===== config.mk =====
export PLATFORM = sky130hd
export DESIGN_NAME = fpna_cfg_deserializer
export DESIGN_NICKNAME = d
export VERILOG_FILES = /design/src/rtl/fpna_cfg_deserializer.sv
export SDC_FILE = /design/constraint.sdc
export NUM_CORES = 1
export LEC_CHECK = 0
export ABC_CLOCK_PERIOD_IN_PS = 2770
export CAP_MARGIN = 20
export CORE_MARGIN = 3
export CORE_UTILIZATION = 55
export DETAILED_ROUTE_END_ITERATION = 12
export PLACE_DENSITY = 0.84
export SETUP_SLACK_MARGIN = 0.3
export SYNTH_ARGS = -nofsm -noshare
export SYNTH_HDL_FRONTEND = slang
export SYNTH_SLANG_ARGS = --single-unit

===== constraint.sdc =====
create_clock -name i_clk -period 2.77 [get_ports i_clk]
set_input_delay 0.4155 -clock i_clk [delete_from_list [all_inputs] [get_ports i_clk]]
set_output_delay 0.4155 -clock i_clk [all_outputs]
set_load 0.05 [all_outputs]

===== src/rtl/fpna_cfg_deserializer.sv =====
// FPNA configuration bitstream receiver: synchronises the serial pins, assembles
// MSB-first words and issues one config-store write per completed word.
module fpna_cfg_deserializer #(
  parameter int unsigned WORD_W = 8,
  parameter int unsigned DEPTH  = 16,
  parameter int unsigned ADDR_W = 4
) (
  input  logic              i_clk,
  input  logic              i_rst_n,
  input  logic              i_ena,
  input  logic              i_cfg_sclk,
  input  logic              i_cfg_sdata,
  input  logic              i_cfg_load,
  output logic              o_wr_en,
  output logic [ADDR_W-1:0] o_wr_addr,
  output logic [WORD_W-1:0] o_wr_data,
  output logic              o_busy,
  output logic              o_frame_done,
  output logic              o_err_trunc
);

  localparam int unsigned       CNT_W     = (WORD_W > 1) ? $clog2(WORD_W) : 1;
  localparam logic [CNT_W-1:0]  LAST_BIT  = CNT_W'(WORD_W - 1);
  localparam logic [ADDR_W-1:0] LAST_ADDR = ADDR_W'(DEPTH - 1);

  typedef enum logic [1:0] {S_IDLE, S_ARM, S_SHIFT, S_DONE} state_t;

  state_t              r_state;
  state_t              w_next_state;
  logic                r_sclk_s1, r_sclk_s2, r_sclk_s3;
  logic                r_sdata_s1, r_sdata_s2, r_sdata_s3;
  logic                r_load_s1, r_load_s2, r_load_s3;
  logic                r_sclk_rise, r_load_fall;
  logic [WORD_W-1:0]   r_shreg;
  logic [CNT_W-1:0]    r_bitcnt;
  logic [ADDR_W-1:0]   r_addr;
  logic                w_take_bit, w_write, w_trunc, w_clear;
  logic [WORD_W-1:0]   w_word;

  assign w_word = {r_shreg[WORD_W-2:0], r_sdata_s3};

  // State register
  always_ff @(posedge i_clk) begin
    if (!i_rst_n) r_state <= S_IDLE;
    else          r_state <= w_next_state;
  end

  // Next state and datapath controls; everything holds while ena is low
  always_comb begin
    w_next_state = r_state;
    w_take_bit   = 1'b0;
    w_write      = 1'b0;
    w_trunc      = 1'b0;
    w_clear      = 1'b0;
    if (i_ena) begin
      case (r_state)
        S_IDLE: if (r_load_s3) w_next_state = S_ARM;
        S_ARM: begin
          w_clear = 1'b1;
          if (r_load_fall) w_next_state = S_SHIFT;
        end
        S_SHIFT: begin
          if (r_sclk_rise) begin
            w_take_bit = 1'b1;
            w_write    = (r_bitcnt == LAST_BIT);
          end
          if (r_load_s3) begin
            w_next_state = S_ARM;
            // A word completing on the same cycle as the abort still gets written
            if (!w_write) begin
              w_take_bit = 1'b0;
              w_clear    = 1'b1;
              w_trunc    = (r_bitcnt != '0);
            end
          end else if (w_write && (r_addr == LAST_ADDR)) begin
            w_next_state = S_DONE;
          end
        end
        S_DONE: if (r_load_s3) w_next_state = S_ARM;
        default: w_next_state = S_IDLE;
      endcase
    end
  end

  // Pin synchronisers, edge detection, shift datapath and registered outputs
  always_ff @(posedge i_clk) begin
    if (!i_rst_n) begin
      r_sclk_s1    <= 1'b0;
      r_sclk_s2    <= 1'b0;
      r_sclk_s3    <= 1'b0;
      r_sdata_s1   <= 1'b0;
      r_sdata_s2   <= 1'b0;
      r_sdata_s3   <= 1'b0;
      r_load_s1    <= 1'b0;
      r_load_s2    <= 1'b0;
      r_load_s3    <= 1'b0;
      r_sclk_rise  <= 1'b0;
      r_load_fall  <= 1'b0;
      r_shreg      <= '0;
      r_bitcnt     <= '0;
      r_addr       <= '0;
      o_wr_en      <= 1'b0;
      o_wr_addr    <= '0;
      o_wr_data    <= '0;
      o_busy       <= 1'b0;
      o_frame_done <= 1'b0;
      o_err_trunc  <= 1'b0;
    end else begin
      r_sclk_s1   <= i_cfg_sclk;
      r_sclk_s2   <= r_sclk_s1;
      r_sclk_s3   <= r_sclk_s2;
      r_sdata_s1  <= i_cfg_sdata;
      r_sdata_s2  <= r_sdata_s1;
      r_sdata_s3  <= r_sdata_s2;
      r_load_s1   <= i_cfg_load;
      r_load_s2   <= r_load_s1;
      r_load_s3   <= r_load_s2;
      r_sclk_rise <= r_sclk_s2 & ~r_sclk_s3;
      r_load_fall <= ~r_load_s2 & r_load_s3;

      o_wr_en      <= w_write;
      o_frame_done <= w_write && (r_addr == LAST_ADDR);
      o_err_trunc  <= w_trunc;
      o_busy       <= (w_next_state == S_SHIFT);

      if (w_clear) begin
        r_shreg  <= '0;
        r_bitcnt <= '0;
        r_addr   <= '0;
      end else if (w_take_bit) begin
        r_shreg <= w_word;
        if (w_write) begin
          r_bitcnt <= '0;
          r_addr   <= r_addr + ADDR_W'(1);
        end else begin
          r_bitcnt <= r_bitcnt + CNT_W'(1);
        end
      end

      if (w_write) begin
        o_wr_addr <= r_addr;
        o_wr_data <= w_word;
      end
    end
  end

endmodule


* Word-level counts from Yosys, hierarchy flattened
Cells that the tools add are included.
Word-level totals: register bits after elaboration 43, latch bits 0, memory bits (writable) 0, ROM bits 0, input bits 6, output and inout bits 16, word-level logic and storage cells 66, memories kept 0
Cells by class: add/subtract/negate cells 2, multiply operators 0, div/mod/pow operators 0, magnitude comparators 0, eq/ne operators 6, shift operators 0, multiplexer cells 21, bitwise operators 8, reduce and logical (&&, ||, !) cells 8
Operator list (count):
- $mux W1 | 13
- $mux W2 | 5
- $eq A2 B2 Y1 const B | 3
- $not A1 Y1 | 6
- $pmux W2 S3 | 1
- $reduce_or A5 Y1 | 1
- $add A4 B1 Y4 const B | 1
- $eq A4 B4 Y1 const B | 1
- $reduce_or A2 Y1 | 2
- $add A3 B1 Y3 const B | 1
- $eq A3 B3 Y1 const B | 1
- $mux W3 | 1
- $reduce_bool A3 Y1 | 1
- $and A1 B1 Y1 | 2
- $eq A2 B1 Y1 const B | 1
- $logic_and A1 B1 Y1 | 2
- $logic_not A2 Y1 | 1
- $pmux W1 S2 | 1
- $reduce_and A2 Y1 | 1

* Longest topological paths before layout
depth in word-level cells 10, gate-level depth with buffers 7, depth with buffers taken out 6

* Least setup slack after synthesis
Ideal clock, no wire load.
path kind register -> register, start register r_bitcnt[0], end register r_addr[3], arrival time 1.371 ns, data required time 2.655 ns, slack 1.284 ns, cell stages (with the launch flop) 8, path buffers 1, clock period less this slack 1.486 ns, path through dfxtp_1 -> ha_1 -> ha_1 -> and4_1 -> buf_6 -> nand4_2 -> xor2_1 -> nor2_2
On the way: cells in the longest elaborated chain, start to end 9
Ends and longest elaborated chain:
- start, declared | line 35 | logic [CNT_W-1:0] r_bitcnt;
- start signal, assigned | line 136 | r_bitcnt <= r_bitcnt + CNT_W'(1);
- $eq A3 B3 Y1 (*) | line 65 | w_write = (r_bitcnt == LAST_BIT);
- $mux W1 (*) | line 63 | if (r_sclk_rise) begin
- $mux W1 (*) | line 56 | case (r_state)
- $mux W1 (*) | line 55 | if (i_ena) begin
- $mux W1 | line 70 | if (!w_write) begin
- $mux W1 | line 67 | if (r_load_s3) begin
- $pmux W1 S2 or $mux W1 (tied branches) | line 56
- $mux W1 | line 55
- $reduce_or A2 Y1 (no line) or $reduce_and A2 Y1 (tied branches)
- end signal, assigned | line 134 | r_addr <= r_addr + ADDR_W'(1);
- end, declared | line 36 | logic [ADDR_W-1:0] r_addr;
Mark *: on every way between the ends. The rest lies on a longest branch, timed or not. The select of a mux whose other input is x is not followed. A chain may end at the register's enable or synchronous reset.

* Final worst setup path
Ends and elaborated chain as after synthesis.

==> results.txt <==
Outcome = finished, final reports clean
Critical path launch point = r_bitcnt[0]
Hold Path Cell Cnt = 1
Fraction of layout instances using a drive strength above 1 = 6.633%
Initial antenna violation count = 0
Worst vdd ir = 365.8 uV
Final Slew Violations = 0
Min-delay src = r_sclk_s3
Largest net degree at the start of global routing = 18
Core Util, Final = 68.47%
Vias in the first global route = 1173
Die height = 60.88 um
Drt pass-1 iters = 4
Final instance area = 1921 sq um
Crit path arrival time = 2.18 ns
Port bufs = 21
Remaining DRCs = 0
Cell-internal power = 733.7 uW
Clk_lat worst skew = 0.35 ns
Rows = 19
TritonCTS clock tree = yes
Final hold vios = 0
Worst-Margin Slew = 0.5750 ns
CTS Hold Bufs = 0
Post-synth EDFFs = 0
Post-layout min period = 1.953 ns
Combinational power share = 3.0%
CTS resizes = 0
Synthesized cell area = 1657 sq um
CP required = 3.00 ns
Sequential share of power = 66.4%
Critical path's slowest cell = and4_1
Critical path class = reg2reg
Syn avg cell area = 9.631 sq um
Reg clk slew, reported paths = 0.11 ns
Switching part of the total = 22.30%
Final nets = 207
Post-Synthesis Cells = 172
Inst Count DP = 219
Worst Skew = 0.009927 ns
Area of placed instances = 1868 sq um
CP max stage delay = 0.60 ns
Pleak = 0.0007076 uW
Drt via density = 5.264
Worst rel slew slack = 61.55%
Post-CTS Setup Bufs = 0
Register area share after synthesis = 51.96%
Io pins = 22
Dominant synthesized flop cell = dfxtp_1
Syn nets = 184
DP HPWL = 2.023 mm
RSZ-0062 raised after global routing = no
P_sw = 210.6 uW
Worst Path Max Fanout = 17
Hold endpoint = r_sclk_rise
RR Endpoint = r_addr[3]
Grt ovf = 0
Syn. warnings = 0
Clk sinks = 43
PwrDens = 491.6 nW/um^2
Initial Util = 59.05%
Post-Route WL = 2.735 mm
Cell chain of the critical path = ha_1, ha_1, and4_1, nand4_2, xor2_1, nor2_2
Yosys reg bits = 43
CORE AREA = 2805 sq um
H-tree levels = 2
Reg2Reg Setup Slack = 0.82 ns
Total CTS buffers = 5
Hold Crit Class = reg2reg
Area growth, synth to finish = 15.94%
F_max = 512.0 MHz
Cell repeated most along the worst path = ha_1
Vias = 1195
Post-DRT Antenna Nets = 0
Async set-or-reset flop fraction in the synthesized netlist = 0%
Clock Path Buffers = 2
Max cap viols = 0
Worst reg2reg path startpoint = r_bitcnt[0]
Die span in x = 60.88 um
Root buf cell = clkbuf_4
Critical path startpoint category = flop
Final setup vio count = 0
Setup TNS = 0 ns
GP Congestion = 0.7663
Iter 0 DRT Violations = 47
Total Die Area = 3706 sq um
Number of distinct library cells after synthesis = 32
Antenna Diode Count = 0
Worst hold margin = 0.3979 ns
Critical Path Sink Type = flop
Total GRT Usage = 18.17%
Final Non-Filler Cells = 227
First-pass GRT wire length = 4.899 mm
Wire per inst = 12.05 um
Clock group share of total power = 30.7%
Crit share post-route = 70.51%
R2R depth = 6
worst max path at each step:
stage,to,cells past startpoint
final,r_addr[3],6
after global routing,r_addr[3],6
after CTS,r_addr[3],6
after floorplan,r_addr[3],7
after global placement,r_addr[3],5
after detailed placement,r_addr[3],5
layout by cell type (no fill, tap or decap):
master            n
buf_4             2
xnor2_1           1
and2_1           11
nand4_2           1
nor2_2            1
and2b_1           2
a21boi_0          3
a31oi_1           1
o32a_1            1
a211oi_1          1
o221ai_1          1
nand2_1          28
or2b_1            1
and3b_1           1
nor2_1           19
nor2b_1           2
clkdlybuf4s50_1  21
nor3_1            2
clkbuf_4          5
clkinv_2          3
nand2b_1          2
o21ai_2           1
ha_1              6
and4_1            1
dfxtp_1          43
inv_1             6
xor2_1            2
nand3_1           4
a21boi_1          9
nand4_1           1
mux2i_1          10
a21oi_1           3
o211ai_1          1
kinds of logic (layout without fill, tap and decap cells):
logic type      after synthesis  in the layout  synth area share, %
fa+ha+maj                     6              6                4.532
simple gates                 76             76                22.05
buf+inv                      13             37                4.532
flops                        43             43                51.96
mux                          10             10                6.043
xor+xnor                      3              3                1.586
compound gates               21             21                9.290
synth_stat cells (2+ instances only):
library cell | number | share of area (%)
dfxtp_1 | 43 | 52
nand2_1 | 28 | 6.3
nor2_1 | 19 | 4.3
and2_1 | 11 | 4.2
mux2i_1 | 10 | 6.0
a21boi_1 | 9 | 4.1
ha_1 | 6 | 4.5
inv_1 | 6 | 1.4
nand3_1 | 4 | 1.2
a21boi_0 | 3 | 1.4
a21oi_1 | 3 | 0.91
buf_6 | 3 | 2.0
clkbuf_1 | 3 | 0.68
and2b_1 | 2 | 0.91
nand2b_1 | 2 | 0.76
nor2b_1 | 2 | 0.76
nor3_1 | 2 | 0.60
xor2_1 | 2 | 1.1
layer usage:
metal / global-route usage (%) / share of wire, %
met1: 19.87 / 41
met2: 30.23 / 50
met3: 5.957 / 5.2
met4: 11.46 / 3.1
met5: 0 / 0
sequential cells by signal, summed over array words and instances, names as in the netlist, 2 cells and up:
signal     cells
r_shreg        7
r_state        2
o_wr_data      8
r_addr         4
r_bitcnt       3
o_wr_addr      4
cell type report:
type / count / area (sq um)
Tap cell: 31 / 38.79
Fill cell: 231 / 884.6
Timing Repair Buffer: 23 / 225.2
Clock inverter: 3 / 15.01
Clock buffer: 5 / 37.54
Inverter: 6 / 22.52
Sequential cell: 43 / 860.8
Multi-Input combinational cell: 116 / 720.7
through the flow:
step	setup slack, ns	power (uW)
floorplan	1.284	656.5
global placement	0.6917	667.3
detailed placement	0.5938	668.8
CTS	0.7916	953.6
global route	0.6314	979.8
finish	0.8170	944.3
power by group through the flow:
| stage | sequential (uW) | clock (uW) | combinational (uW) |
|---|---|---|---|
| 2_1_floorplan | 640 | 0 | 16.7 |
| 3_3_place_gp | 640 | 0 | 27.0 |
| 3_5_place_dp | 641 | 0 | 28.1 |
| 4_1_cts | 627 | 299 | 28.3 |
| 5_1_grt | 628 | 320 | 31.7 |
| 6_report | 627 | 290 | 28.1 |
critical path: cells and delay by family, from the launching register on:
| family | cells | cell delay (ns) |
|---|---|---|
| xor gates and xnor gates | 1 | 0.21 |
| adders and majority gates | 2 | 0.44 |
| DFF | 1 | 0.39 |
| and+or+nand+nor | 3 | 0.81 |
Power figures use the tool's default switching activity.
